### config.mk
export PLATFORM = sky130hd
export DESIGN_NAME = mac_tile_scheduler
export DESIGN_NICKNAME = d
export VERILOG_FILES = /design/src/rtl/mac_tile_scheduler_pkg.sv /design/src/rtl/mac_tile_scheduler_reduction_accumulator.sv /design/src/rtl/mac_tile_scheduler.sv
export SDC_FILE = /design/constraint.sdc
export NUM_CORES = 1
export LEC_CHECK = 0
export CAP_MARGIN = 20
export CELL_PAD_IN_SITES_DETAIL_PLACEMENT = 1
export CELL_PAD_IN_SITES_GLOBAL_PLACEMENT = 1
export CORE_MARGIN = 2
export CORE_UTILIZATION = 42
export CTS_CLUSTER_DIAMETER = 120
export DETAILED_ROUTE_END_ITERATION = 10
export PLACE_DENSITY = 0.85
export SLEW_MARGIN = 30
export SYNTH_ARGS = -nofsm -noshare
export SYNTH_HDL_FRONTEND = slang
export SYNTH_SLANG_ARGS = --single-unit
### constraint.sdc
create_clock -name clk -period 16.2 [get_ports clk]
set_clock_uncertainty 0.15 [all_clocks]
set_input_delay 2.43 -clock clk [delete_from_list [all_inputs] [get_ports clk]]
set_output_delay 2.43 -clock clk [all_outputs]
set_load 0.005 [all_outputs]
### src/rtl/mac_tile_scheduler_pkg.sv
// Shared types for the MAC tile scheduler: datapath mode codes, FSM states, chunk width.
package mac_tile_scheduler_pkg;

  typedef enum logic [1:0] {
    MODE_MAC   = 2'b00,
    MODE_OUTER = 2'b01
  } mode_e;

  typedef enum logic [2:0] {
    ST_IDLE,
    ST_CHECK,
    ST_ISSUE,
    ST_DRAIN,
    ST_OUTPUT,
    ST_FIN
  } sched_state_e;

  // Columns covered by one pass over all arrays (N_ARRAY * TILE_SIZE).
  localparam int CHUNK = 16;

endpackage

### src/rtl/mac_tile_scheduler_reduction_accumulator.sv
// Per-row-block accumulator: sums sign-extended reduced lanes and counts partials received.
module mac_tile_scheduler_reduction_accumulator
  import mac_tile_scheduler_pkg::*;
#(
  parameter int TILE_SIZE = 4,
  parameter int ACC_WIDTH = 32,
  parameter int OUT_WIDTH = ACC_WIDTH + 6,
  parameter int CNT_W     = 6
) (
  input  logic                           clk,
  input  logic                           rst_n,
  input  logic                           clr_i,
  input  logic                           add_i,
  input  logic [TILE_SIZE*ACC_WIDTH-1:0] red_vec_i,
  output logic [TILE_SIZE*OUT_WIDTH-1:0] acc_vec_o,
  output logic [CNT_W-1:0]               cnt_o
);

  function automatic logic signed [OUT_WIDTH-1:0] sext_lane(input logic signed [ACC_WIDTH-1:0] v);
    return OUT_WIDTH'(v);
  endfunction

  logic signed [OUT_WIDTH-1:0] acc_q [TILE_SIZE];
  logic        [CNT_W-1:0]     cnt_q;

  // Clear has priority; the scheduler never asserts clear and add together.
  always_ff @(posedge clk) begin
    if (!rst_n || clr_i) begin
      for (int i = 0; i < TILE_SIZE; i++) acc_q[i] <= '0;
      cnt_q <= '0;
    end else if (add_i) begin
      for (int i = 0; i < TILE_SIZE; i++)
        acc_q[i] <= acc_q[i] + sext_lane(red_vec_i[i*ACC_WIDTH +: ACC_WIDTH]);
      cnt_q <= cnt_q + 1'b1;
    end
  end

  for (genvar g = 0; g < TILE_SIZE; g++) begin : g_lane
    assign acc_vec_o[g*OUT_WIDTH +: OUT_WIDTH] = acc_q[g];
  end

  assign cnt_o = cnt_q;

endmodule

### src/rtl/mac_tile_scheduler.sv
// Sequences y = A*x jobs over row blocks and K chunks, issuing gap-free array beats and collecting partials.
module mac_tile_scheduler
  import mac_tile_scheduler_pkg::*;
#(
  parameter int TILE_SIZE = 4,
  parameter int N_ARRAY   = 4,
  parameter int ACC_WIDTH = 32,
  parameter int OUT_WIDTH = ACC_WIDTH + 6,
  parameter int ROW_W     = 8,
  parameter int K_W       = 10,
  parameter int FETCH_LAT = 1
) (
  input  logic                           clk,
  input  logic                           rst_n,
  input  logic                           start,
  input  logic [ROW_W-1:0]               num_rows,
  input  logic [K_W-1:0]                 k_len,
  output logic                           busy,
  output logic                           done,
  output logic                           cfg_err,
  output logic                           proto_err,
  output logic                           rd_en,
  output logic [1:0]                     rd_array_id,
  output logic [ROW_W-1:0]               rd_row_base,
  output logic [K_W-1:0]                 rd_k_base,
  output logic                           arr_valid_in,
  output logic [1:0]                     arr_mode,
  input  logic                           red_valid,
  input  logic [TILE_SIZE*ACC_WIDTH-1:0] red_vec,
  output logic                           out_valid,
  input  logic                           out_ready,
  output logic [TILE_SIZE*OUT_WIDTH-1:0] out_vec,
  output logic [ROW_W-1:0]               out_row_base
);

  localparam int CHUNK_SH = $clog2(CHUNK);
  localparam int CNT_W    = K_W - CHUNK_SH;

  sched_state_e     state_q, state_d;
  logic [ROW_W-1:0] rows_q, row_base_q, row_base_d;
  logic [K_W-1:0]   klen_q, k_base_q, k_base_d;
  logic [1:0]       id_q, id_d;
  logic             cfg_err_q, cfg_err_d, proto_err_q, proto_err_d;
  logic [FETCH_LAT-1:0] vld_q;

  logic             acc_clr, acc_add, blk_done, in_acc_state;
  logic [CNT_W-1:0] red_cnt, n_chunks;
  logic [ROW_W:0]   row_next;
  logic [K_W:0]     k_next;
  logic             last_chunk;

  assign n_chunks     = klen_q[K_W-1:CHUNK_SH];
  assign row_next     = {1'b0, row_base_q} + (ROW_W+1)'(TILE_SIZE);
  assign k_next       = {1'b0, k_base_q} + (K_W+1)'(CHUNK);
  assign last_chunk   = (k_next >= {1'b0, klen_q});
  assign in_acc_state = (state_q == ST_ISSUE) || (state_q == ST_DRAIN);
  assign acc_add      = red_valid && in_acc_state;
  // The partial that completes a block is added in the same cycle the FSM leaves for OUTPUT.
  assign blk_done     = acc_add && ((red_cnt + 1'b1) == n_chunks);

  always_ff @(posedge clk) begin
    if (!rst_n) begin
      state_q     <= ST_IDLE;
      rows_q      <= '0;
      klen_q      <= '0;
      row_base_q  <= '0;
      k_base_q    <= '0;
      id_q        <= '0;
      cfg_err_q   <= 1'b0;
      proto_err_q <= 1'b0;
    end else begin
      state_q     <= state_d;
      row_base_q  <= row_base_d;
      k_base_q    <= k_base_d;
      id_q        <= id_d;
      cfg_err_q   <= cfg_err_d;
      proto_err_q <= proto_err_d;
      if (state_q == ST_IDLE && start) begin
        rows_q <= num_rows;
        klen_q <= k_len;
      end
    end
  end

  always_comb begin
    state_d     = state_q;
    row_base_d  = row_base_q;
    k_base_d    = k_base_q;
    id_d        = id_q;
    cfg_err_d   = cfg_err_q;
    proto_err_d = proto_err_q;
    rd_en       = 1'b0;
    out_valid   = 1'b0;
    done        = 1'b0;
    acc_clr     = 1'b0;
    case (state_q)
      ST_IDLE: if (start) begin
        state_d     = ST_CHECK;
        cfg_err_d   = 1'b0;
        proto_err_d = 1'b0;
        row_base_d  = '0;
        k_base_d    = '0;
        id_d        = '0;
        acc_clr     = 1'b1;
      end
      ST_CHECK: begin
        if (klen_q == '0 || klen_q[CHUNK_SH-1:0] != '0 || rows_q == '0) begin
          cfg_err_d = 1'b1;
          state_d   = ST_FIN;
        end else begin
          state_d = ST_ISSUE;
        end
      end
      ST_ISSUE: begin
        rd_en = 1'b1;
        id_d  = id_q + 1'b1;
        if (id_q == 2'(N_ARRAY - 1)) begin
          id_d = '0;
          if (last_chunk) state_d = ST_DRAIN;
          else            k_base_d = k_next[K_W-1:0];
        end
        if (blk_done) state_d = ST_OUTPUT;
      end
      ST_DRAIN: if (blk_done) state_d = ST_OUTPUT;
      ST_OUTPUT: begin
        out_valid = 1'b1;
        if (out_ready) begin
          acc_clr    = 1'b1;
          row_base_d = row_next[ROW_W-1:0];
          k_base_d   = '0;
          id_d       = '0;
          state_d    = (row_next >= {1'b0, rows_q}) ? ST_FIN : ST_ISSUE;
        end
      end
      ST_FIN: begin
        done    = 1'b1;
        state_d = ST_IDLE;
      end
      default: state_d = ST_IDLE;
    endcase
    if (red_valid && !in_acc_state) proto_err_d = 1'b1;
  end

  // Fetch-latency alignment: datapath valid_in follows rd_en by FETCH_LAT cycles.
  always_ff @(posedge clk) begin
    if (!rst_n) begin
      vld_q <= '0;
    end else begin
      vld_q[0] <= rd_en;
      for (int i = 1; i < FETCH_LAT; i++) vld_q[i] <= vld_q[i-1];
    end
  end

  mac_tile_scheduler_reduction_accumulator #(
    .TILE_SIZE (TILE_SIZE),
    .ACC_WIDTH (ACC_WIDTH),
    .OUT_WIDTH (OUT_WIDTH),
    .CNT_W     (CNT_W)
  ) u_acc (
    .clk       (clk),
    .rst_n     (rst_n),
    .clr_i     (acc_clr),
    .add_i     (acc_add),
    .red_vec_i (red_vec),
    .acc_vec_o (out_vec),
    .cnt_o     (red_cnt)
  );

  assign busy         = (state_q != ST_IDLE);
  assign cfg_err      = cfg_err_q;
  assign proto_err    = proto_err_q;
  assign rd_array_id  = id_q;
  assign rd_row_base  = row_base_q;
  assign rd_k_base    = k_base_q;
  assign arr_valid_in = vld_q[FETCH_LAT-1];
  assign arr_mode     = MODE_MAC;
  assign out_row_base = row_base_q;

endmodule

Word-level counts from Yosys, hierarchy flattened

Memory sizes are Yosys's and may differ from the RTL's.
Cells that the tools add are included.

Add/subtract/negate cells: 8
Order comparisons: 2
Eq/ne operators: 15
Mux-type cells: 41
Bitwise operators: 4
Reductions and logical operators: 26

Operators by type and width:

| kind                    | number |
|---|---|
| $add A38 B32 Y38        | 4 |
| $mux W38                | 4 |
| $mux W10                | 4 |
| $pmux W10 S3            | 1 |
| $mux W3                 | 8 |
| $mux W8                 | 2 |
| $pmux W8 S2             | 1 |
| $pmux W3 S5             | 1 |
| $mux W1                 | 14 |
| $add A10 B5 Y11 const B | 1 |
| $ge A11 B10 Y1          | 1 |
| $logic_not A10 Y1       | 1 |
| $ne A2 B2 Y1 const B    | 5 |
| $reduce_and A5 Y1       | 2 |
| $add A8 B3 Y9 const B   | 1 |
| $ge A9 B8 Y1            | 1 |
| $reduce_and A3 Y1       | 3 |
| $logic_not A8 Y1        | 1 |
| $reduce_bool A2 Y1      | 4 |
| $add A6 B1 Y6 const B   | 1 |
| $eq A3 B2 Y1 const B    | 2 |
| $eq A3 B3 Y1 const B    | 2 |
| $eq A6 B6 Y1            | 1 |
| $mux W2                 | 3 |
| 16 further kinds        | 28 |

Bits in registers: 50
Bits in writable memories: 152
Input bits: 151
Output and inout bits: 189
Logic and storage cells: 107
Memories kept: 1

Memory list:

| memory      | depth | bits a word | read ports | clocked after Yosys merged registers in | write ports | line                                           | RTL |
|---|---|---|---|---|---|---|---|
| u_acc.acc_q | 4     | 38          | 4          | 0                                       | 4           | mac_tile_scheduler_reduction_accumulator.sv:23 | `logic signed [OUT_WIDTH-1:0] acc_q [TILE_SIZE];` |

Longest topological paths before layout

Word-level depth: 7
Depth in mapped cells: 11
Mapped depth without buffers: 11

By module

Synthesis repeated with hierarchy kept, for this count alone.

Cell total of the unflattened synthesis: 1,830
Area total of the unflattened synthesis: 16,243.1 µm²

By module, submodules not included:

| module                                   | times used | cells an instance | area each (µm²) | sequential area each (µm²) |
|---|---|---|---|---|
| mac_tile_scheduler_reduction_accumulator | 1          | 1,529             | 13,835.8        | 4,684.5 |
| mac_tile_scheduler                       | 1          | 301               | 2,407.3         | 760.7 |

Worst setup path before layout

OpenSTA, ideal clock, no wires.

Kind: input -> register
Start: input port rst_n
End: memory u_acc.acc_q[0][0] (netlist bit) (enable)
Setup time: 1,278 ps
Arrival time: 5,824 ps
Data required time: 14,772 ps
Setup slack: 8,947 ps
Stages on the path: 5
Path buffers: 2
Cells stage by stage: clkbuf_1 inv_1 a21oi_1 clkbuf_1 nand2_1

RTL lines:

| element         | line                                           | RTL |
|---|---|---|
| start, declared | mac_tile_scheduler.sv:14                       | `input logic rst_n,` |
| end, declared   | mac_tile_scheduler_reduction_accumulator.sv:23 |  |

==> results.cfg <==
[clock_tree]
clk_path_buf_depth = 2
root_buffer = clkbuf_16
cts_max_level = 4
postCtsHoldBufs = 0
cts_made_buffers = 17
clkTransAtPathRegs_ns = 0.07
cts_setup_buffers = 0
ctsResizeCount = 0
insertion_delay_ns = 0.45
cts_sinks = 196
cts_tree = done

[timing]
period_share = 0.350
rsz0062_at_grt = false
final_max_slew_viol_count = 0
post-route-min-period_ns = 5.66
worst_pin_slew_ns = 0.826
setup_viol = 0
fin_setup_tns_ns = 0
fmax_mhz = 177
hold_violations = 0
maxSlewHeadroom = 0.450

[global_route]
antenna_found_initial = 4
grt_pass1_vias = 15500
grt_pass1_wl_mm = 81.2
grtUsageTotal = 0.260
grt_max_degree = 81
overflow = 0

[synth]
synthTopCellsByArea = edfxtp_1 29%, ha_1 13%, dfxtp_1 5.6%
synth.largest_area_cell = edfxtp_1
yosysWarnings = 0
avgSynthCellArea_um2 = 8.96
synth_async_sr_flop_share = 0
synth.ff_latch_count = 196
syn_area_um2 = 15700
yosysSeqAreaShare = 0.348
ys.flop_type = edfxtp_1
ys_types = 91
synth-edff-count = 152
syn_inst = 1749
synth_top_area_share = 0.291

[hold_path]
hold_path_class = reg2reg
min-delay-start = rows_q[6]$_SDFFE_PN0P_
hold_end = rows_q[6]$_SDFFE_PN0P_
hold_depth = 2

[placed_design]
place_inst = 2483
hpwl_mm = 38.9
gp_congestion = 0.906
io_buffers = 329

[job]
cap_violations = 0

[detailed_routing]
drc = 0
wl_per_cell_um = 20.2
drt_wl_total_mm = 50.8
antenna_left = 0
drt_iter0_drc = 742
dr.pass1.iters = 5
num_vias = 14600
routed_via_density = 5.80

[floorplanning]
pin_count = 340
initial_core_util = 0.427
die_area_um2 = 38900
core_um2 = 36700
die_x_um = 197
rows = 70
die_h_um = 197

[pwr]
p_leak_nw = 8.30
p_per_area_nw_per_um2 = 155
ir_drop_mv = 0.116

[cells_and_area]
drive_gt1_frac = 0.0376
fin_nets = 2353
area_growth_pct = 26.7
layout_common_cells = 329 x clkdlybuf4s50_1, 217 x nor2_1, 164 x ha_1
layout_commonest_cell = clkdlybuf4s50_1
final_util = 0.541
layout.cells.non_filler = 2518

[critical_path]
arrival_ns = 5.70
cp.required_ns = 16.23
endpoint_kind = flop
critical_path_class = in2reg
cp-start-kind = input pin
worstReg2RegStart = u_acc.acc_q[3][0]$_SDFFCE_PN0P_
reg2reg_depth = 11
rr_endpoint = u_acc.acc_q[3][36]$_SDFFCE_PN0P_
worstPathMaxFanout = 5
r2r_setup_slack_ns = 12.51

[outcome]
outcome = completed
cell type report:
cell class / instances / area, um2
diodes: 3 / 7.51
clock buffers: 22 / 529
clock inverters: 10 / 61.3
fillers: 4246 / 16800
inverters: 55 / 206
multi-input cells: 1432 / 9700
flip-flops and latches: 196 / 5450
well taps: 468 / 586
repair buffers: 332 / 3320
cell families after synthesis:
kind of cell | Yosys count | share of synthesized area
flops | 196 | 0.348
xor+xnor | 139 | 0.0777
fa+ha+maj | 168 | 0.136
compound gates | 528 | 0.225
buf+inv | 130 | 0.0383
simple gates | 582 | 0.172
other cells | 1 | 0.000239
mux | 5 | 0.00335
critical path: stages:
cell and delay, ns:
clkdlybuf4s50_1 0.45, ha_1 0.25, fa_1 0.43, a211oi_1 0.35
o21bai_1 0.16, a21o_1 0.24, a21oi_1 0.25, o22ai_1 0.23
a21boi_0 0.48, o21ai_0 0.21, xnor2_1 0.17, nor2_1 0.05
report_power, final:
group / switching (mW) / internal [mW]
sequential: 0.125 / 0.736
combinational: 0.971 / 0.791
clock: 0.211 / 0.234
Yosys cell counts, types with 5 or more instances:
cell	instances
and2_1	10
a31oi_1	19
o31a_1	5
xnor2_1	71
or2_2	9
buf_2	6
o21a_1	26
buf_4	19
edfxtp_1	152
a21oi_1	156
inv_1	55
o31ai_1	8
nor3_1	31
nor2b_1	13
nand3_1	44
and3_1	20
dfxtp_1	44
or3_1	11
a211oi_1	25
a21boi_0	9
o21ai_0	78
a21o_1	96
o21bai_1	25
o22ai_1	5
nand4_1	31
clkbuf_1	41
a221oi_1	5
nand2_1	145
nor3b_1	7
xor2_1	68
o211ai_1	13
nand2b_1	20
nor2_1	218
ha_1	164
through the flow:
stage                     instance area, um2  total power [mW]  hold slack [ns]  setup WS, ns
after global placement                 19200              2.53            0.296          9.54
after CTS                              19800              3.07            0.311          9.94
final                                  19900              3.07            0.309         10.54
after floorplan                        15700              1.96            0.286          8.95
after detailed placement               19200              2.60            0.300          9.45
after global routing                   19800              3.29            0.335         10.29
flip-flops by register name, summed over array words and instances (netlist names):
signal / cells
state_q: 3
rows_q: 8
arr_valid_in: 1
klen_q: 10
proto_err: 1
u_acc.cnt_o: 6
cfg_err: 1
u_acc.acc_q: 152
rd_array_id: 2
rd_k_base: 6
out_row_base: 6
per-layer routing:
layer / track usage / up-vias / wire length, um
li1: - / 6978 / -
met1: 0.321 / 7089 / 21500
met2: 0.447 / 430 / 24700
met3: 0.0500 / 103 / 2840
met4: 0.104 / 2 / 1710
met5: 0 / - / 13
worst max-delay path by stage:
stage	startpoint	end	slack [ns]	cells past startpoint
6_report	red_vec[64]	u_acc.acc_q[2][30]$_SDFFCE_PN0P_	10.54	12
5_1_grt	red_vec[64]	u_acc.acc_q[2][30]$_SDFFCE_PN0P_	10.29	12
4_1_cts	rst_n	u_acc.acc_q[1][35]$_SDFFCE_PN0P_	9.94	7
3_5_place_dp	rst_n	u_acc.acc_q[1][35]$_SDFFCE_PN0P_	9.45	7
3_3_place_gp	rst_n	u_acc.acc_q[0][16]$_SDFFCE_PN0P_	9.54	5
2_1_floorplan	rst_n	u_acc.acc_q[0][0]$_SDFFCE_PN0P_	8.95	5
Power figures use the tool's default switching activity.
==> edit 1: new RTL, config.mk and constraints unchanged <==
The 6 states of `sched_state_e` get a one-hot encoding in 6 bits.
--- a/src/rtl/mac_tile_scheduler_pkg.sv
+++ b/src/rtl/mac_tile_scheduler_pkg.sv
@@ -6,13 +6,13 @@
     MODE_OUTER = 2'b01
   } mode_e;
 
-  typedef enum logic [2:0] {
-    ST_IDLE,
-    ST_CHECK,
-    ST_ISSUE,
-    ST_DRAIN,
-    ST_OUTPUT,
-    ST_FIN
+  typedef enum logic [5:0] {
+    ST_IDLE   = 6'b000001,
+    ST_CHECK  = 6'b000010,
+    ST_ISSUE  = 6'b000100,
+    ST_DRAIN  = 6'b001000,
+    ST_OUTPUT = 6'b010000,
+    ST_FIN    = 6'b100000
   } sched_state_e;
 
   // Columns covered by one pass over all arrays (N_ARRAY * TILE_SIZE).
Formal check against the unedited RTL: same outputs for any inputs over 4 cycles, from zero or initial values and one cycle with rst_n low; so few cycles prove little.
==> edit 1 against the unedited design <==
- design area fell by 1.9%
- core utilization increased by 0.52 points
- routed wire length decreased by 2.2%
- setup slack lost 120 ps
- highest routed layer unchanged
- sequential cell count grew 3
- area after synthesis shrank 2.5%
- hold slack gained 11 ps
- total power fell by 27%
- global-route usage grew 0.052 points
- critical path type unchanged
- count of clock-buffer cells in the layout shrank 3
==> edit 1: results (changes against the unedited design) <==
The run gives 4.494% (-0.51 points) as the met3 routing resource usage after global routing. The critical hold path startpoint was rows_q[1]$_SDFFE_PN0P_. The proportion of power drawn by combinational gates was 48.0% (-9.4 points); the post-detailed-route via-to-cell ratio was 5.693 (-1.8%). Path depth of the worst reg2reg path: 5 (-6). The worst register-to-register path ends at u_acc.acc_q[3][23]$_SDFFCE_PN0P_. The detailed router's first-iteration violation count was 716 (-3.5%). The tools report the count of filler cells inserted in the layout as 4103 (-3.4%). The tools report the final RePlAce weighted congestion as 0.9042 (-0.23%). The global-route wire length before repair was 79450 um (-2.2%); the post-layout net count was 2312 (-1.7%). The number of buffers inserted by port buffering works out to 329 (unchanged).

The internal power consumption is 1.362 mW (-23%), and the number of enable-type register cells in the synthesized netlist is 152 (unchanged). The transition time at the pin with the least slew margin is 856.0 ps (+30.43 ps), and the sequential-cell power consumption is 0.731 mW (-15%). The slowest stage of the critical path is the fa_1 cell. The tools report the wire length on met3 as 2526 um (-11%). The cell family contributing the most delay on the critical path is compound AO/OA/AOI/OAI gates.

The met1 track utilization from global routing came out at 32.20% (+0.066 points). The average cell area after synthesis is 8.964 um^2 (about the same). The cell area after placement is 0.01889 mm^2 (-1.8%), and the layout cell share with drive strength beyond 1 is 2.792% (-0.97 points).

The number of buffers on the longest clock path was 2 (unchanged). The leakage power summed over all cells was 8.034 nW (-3.2%); the arrival time reported for the critical path endpoint was 5820 ps (+120 ps). Worst hold endpoint: rows_q[1]$_SDFFE_PN0P_. By area the synthesized netlist is led by edfxtp_1, ha_1, dfxtp_1, nor2_1, a21oi_1. The instance count after placement with tap cells included was 2435 (-1.9%).

Buffer cell driving the clock tree root: clkbuf_16. The logs give 21060 um (-2.1%) for the detailed-routing wirelength on met1 and 84 (+3.7%) for the largest net degree at the start of global routing. The maximum vdd drop came out at 0.00007368 V (-37%). The logs give 2473 (-1.8%) for the final standard cell count with taps included and fillers excluded and 67 (-26%) for the post-synthesis cell type count. The HPWL reported at the end of detailed placement is 38690 um (-0.43%).

The startpoint identified for the worst register-to-register timing path is state_q[0]$_SDFFE_PN1P_. In the synthesized netlist, the cells that appear most often are nor2_1, ha_1, edfxtp_1. The initial antenna violation count is 8 (+4). The total global-route track usage was 26.06% (+0.052 points); the largest driver fanout on the critical path was 5 (unchanged).

The logs give 12260 ps (-250 ps) for the worst-case register-to-register setup slack and 9930 ps (+480.9 ps) for the worst setup slack before clock tree synthesis. Via count of the first global-routing pass: 14973 (-3.3%). The part of the Yosys area used for sequential elements is 36.06% (+1.3 points), and the detailed-routed wire length on met2 is 24010 um (-3.0%). The met2 track demand over resource was 44.01% (-0.66 points); the worst slack on hold paths was 319.7 ps (+10.66 ps). The top routing layer in use was met5. The switching fraction of total power was 39.27% (-3.3 points). The run finished with clean final reports. Detail-routed net length per standard cell: 20.08 um (-0.46%).
==> edit 1: cell types whose count changed after synthesis, moves of 8 or more <==
cell / before / now
o21bai_1: 25 / 17
nor3_1: 31 / 21
o21a_1: 26 / 18
o21ai_0: 78 / 86
inv_1: 55 / 46
nor2b_1: 13 / 29
a21boi_0: 9 / 25
a21o_1: 96 / 60
xnor2_1: 71 / 80
==> edit 1: worst max path at each step <==
stage | from | end | slack (ps) | cells past startpoint
floorplan | out_ready | u_acc.acc_q[0][0]$_SDFFCE_PN0P_ | 9310 | 4
global placement | red_vec[64] | u_acc.acc_q[2][32]$_SDFFCE_PN0P_ | 10070 | 13
detailed placement | red_vec[64] | u_acc.acc_q[2][32]$_SDFFCE_PN0P_ | 9930 | 13
CTS | red_vec[64] | u_acc.acc_q[2][32]$_SDFFCE_PN0P_ | 10400 | 13
global route | red_vec[64] | u_acc.acc_q[2][32]$_SDFFCE_PN0P_ | 10210 | 13
finish | red_vec[64] | u_acc.acc_q[2][32]$_SDFFCE_PN0P_ | 10410 | 13
==> edit 1: cell type report <==
cell class	instances	area, um^2	share of cell area, %
Antenna cell	6	15.01	0.07710
Clock buffer	19	464.2	2.384
Clock inverter	13	107.6	0.5525
Inverter	46	172.7	0.8866
Multi-Input combinational cell	1396	9310	47.81
Sequential cell	199	5505	28.27
Tap cell	461	576.8	2.962
Timing Repair Buffer	333	3323	17.06
==> edit 1: cell families after synthesis <==
kind of cell	synth area share, %
fa+ha+maj	13.97
compound gates	20.00
mux	0.1967
xor+xnor	8.721
simple gates	17.69
other cells	0.02456
flops	36.06
buf+inv	3.344
==> edit 2: new RTL, same flow settings <==
Made on the original files. Set the parameter `ROW_W` to 7 (it was 8).
--- a/src/rtl/mac_tile_scheduler.sv
+++ b/src/rtl/mac_tile_scheduler.sv
@@ -6,7 +6,7 @@
   parameter int N_ARRAY   = 4,
   parameter int ACC_WIDTH = 32,
   parameter int OUT_WIDTH = ACC_WIDTH + 6,
-  parameter int ROW_W     = 8,
+  parameter int ROW_W     = 7,
   parameter int K_W       = 10,
   parameter int FETCH_LAT = 1
 ) (
Interface: changed (resized num_rows, out_row_base and rd_row_base); port bits go from 340 to 337. No check against the original RTL was run, so the function may have changed too.
==> edit 2 against the unedited design <==
- total power down 1.7%
- routed wire length down 3.5%
- non-clock buffer count down 4
- area after synthesis down 0.82%
- setup slack worse by 200 ps
- critical path depth down 3
- sequential cell count down 2
- design area down 0.83%
- critical endpoint is now u_acc.acc_q[3][21]$_SDFFCE_PN0P_
==> edit 2: results (changes against the unedited design) <==
The first-pass iteration count of the detailed router was 4 (-1). The total number of sequential cells is 194 (-1.0%), and the number of antenna cells inserted is 4 (+1). The largest net degree at the start of global routing was 87 (+7.4%).

The run gives 43.33% (-1.3 points) as the met2 track demand over resource. The logs give 0.00008585 V (-26%) for the maximum vdd drop and 34.79% (about the same) for the part of the Yosys area used for sequential elements. The met1 track utilization from global routing is 32.61% (+0.47 points).

After synthesis, the cell types taking the most area are edfxtp_1, ha_1, a21o_1, dfxtp_1, nor2_1. For this design, the slowest cell found on the critical path is nand2_4. The initial antenna violation count came out at 5 (+1).

The tools report the startpoint of the most critical setup path as start. The tools report the leakage power summed over all cells as 8.344 nW (+0.52%). The run finished with clean final reports. The post-synthesis cell type count came out at 79 (-13%). The multi-input combinational cell count is 1414 (-1.3%).

The worst-case register-to-register setup slack is 12070 ps (-440 ps), and the total global-route track usage is 25.32% (-0.68 points). The via count of the first global-routing pass is 15104 (-2.4%), and the detailed router's first-iteration violation count is 658 (-11%). The detailed-routing wirelength on met1 was 21980 um (+2.2%); the final clock period utilization by the worst path was 36.22% (+1.3 points).

The largest incremental delay on the critical path came out at 650 ps (+170 ps). The number of inverters outside the clock class in the layout works out to 51 (-7.3%). The largest registers in the layout are u_acc.acc_q x152, klen_q x10, rows_q x7. The largest driver fanout on the critical path is 86 (+81). For the wire length on met3, the log shows 2304 um (-19%). The logs give 37690 um (-3.0%) for the HPWL reported at the end of detailed placement and 2323 (-1.3%) for the post-layout net count.

The layout cell share with drive strength beyond 1 works out to 2.922% (-0.84 points). Counting instances in the post-synthesis netlist gives the leading cell types as nor2_1, ha_1, edfxtp_1. The global-route wire length before repair is 78850 um (-2.9%).

The area fraction of clock buffers and clock inverters is 2.809% (-0.17 points). The run gives 4157 (-2.1%) as the count of filler cells inserted in the layout. The remaining max-slew budget at the tightest pin was 37.63% (-7.3 points); the detailed-routed wire length on met2 was 23660 um (-4.3%). The met3 routing resource usage after global routing is 4.004% (-1.0 points). In this run the critical register-to-register path is launched from state_q[0]$_SDFFE_PN0P_. The arrival time reported for the critical path endpoint is 5920 ps (+220 ps), and the worst setup slack before clock tree synthesis is 9570 ps (+120.9 ps). In this run the most critical hold path is launched from klen_q[0]$_SDFFE_PN0P_.

The path depth of the worst reg2reg path is 9 (-2), and the footprint of the flip-flops and latches is 0.005405 mm^2 (-0.74%). Among cell families on the critical path, the largest total delay comes from simple AND/OR/NAND/NOR gates. Final RePlAce weighted congestion: 0.8869 (-2.1%).

In this run the critical register-to-register path is captured at u_acc.acc_q[3][21]$_SDFFCE_PN0P_. The total number of vias is 14370 (-1.6%). The CTS clock-pin slew for the worst setup and hold paths works out to 80 ps.

For the number of clock-tree buffers in the layout, the log shows 21 (-4.5%).
edit 2: cell count changes in the layout (fill, tap and decap cells not counted), sizes merged, moves of 6 or more:
cell,before,now
or3,12,6
o211ai,15,8
nor2,218,196
nor2b,13,25
nor4,5,11
a21o,98,113
o21a,26,16
a21boi,10,29
or2,10,2
and3,21,32
nand2,145,126
nand4,32,19
nor3,31,39
a21oi,156,141
edit 2: report_power, final:
group	internal, mW	total (mW)	switching [mW]
clock	0.215	0.424	0.208
sequential	0.726	0.844	0.118
combinational	0.796	1.75	0.952
edit 2: worst min-delay path by stage:
stage / endpoint / slack (ps) / cells after the start
after floorplan: klen_q[3]$_SDFFE_PN0P_ / 290 / 2
after global placement: klen_q[0]$_SDFFE_PN0P_ / 310 / 2
after detailed placement: klen_q[0]$_SDFFE_PN0P_ / 310 / 2
after CTS: klen_q[0]$_SDFFE_PN0P_ / 320 / 2
after global routing: klen_q[0]$_SDFFE_PN0P_ / 340 / 2
final: klen_q[0]$_SDFFE_PN0P_ / 320 / 2
edit 2: kinds of logic after synthesis:
group,after synthesis,share of synthesized area [%]
adder cells (fa/ha/maj),167,13.64
XOR/XNOR,136,7.667
buffers and inverters,123,3.407
AO/OA/AOI/OAI,543,23.52
flip-flops,194,34.79
multiplexers,2,0.1289
other,1,0.02414
AND/OR/NAND/NOR,556,16.82
edit 2: metrics by stage:
stage / instance area [um^2] / hold WS (ps) / power (mW) / std cells / utilization (%)
finish: 19690 / 318.5 / 3.016 / 2491 / 53.91
global route: 19680 / 344.7 / 3.237 / 2489 / 53.89
CTS: 19670 / 321.5 / 3.020 / 2487 / 53.86
detailed placement: 19120 / 311.3 / 2.583 / 2455 / 52.34
global placement: 19110 / 308.4 / 2.516 / 2455 / 52.33
floorplan: 15570 / 293.1 / 1.946 / 1731 / -
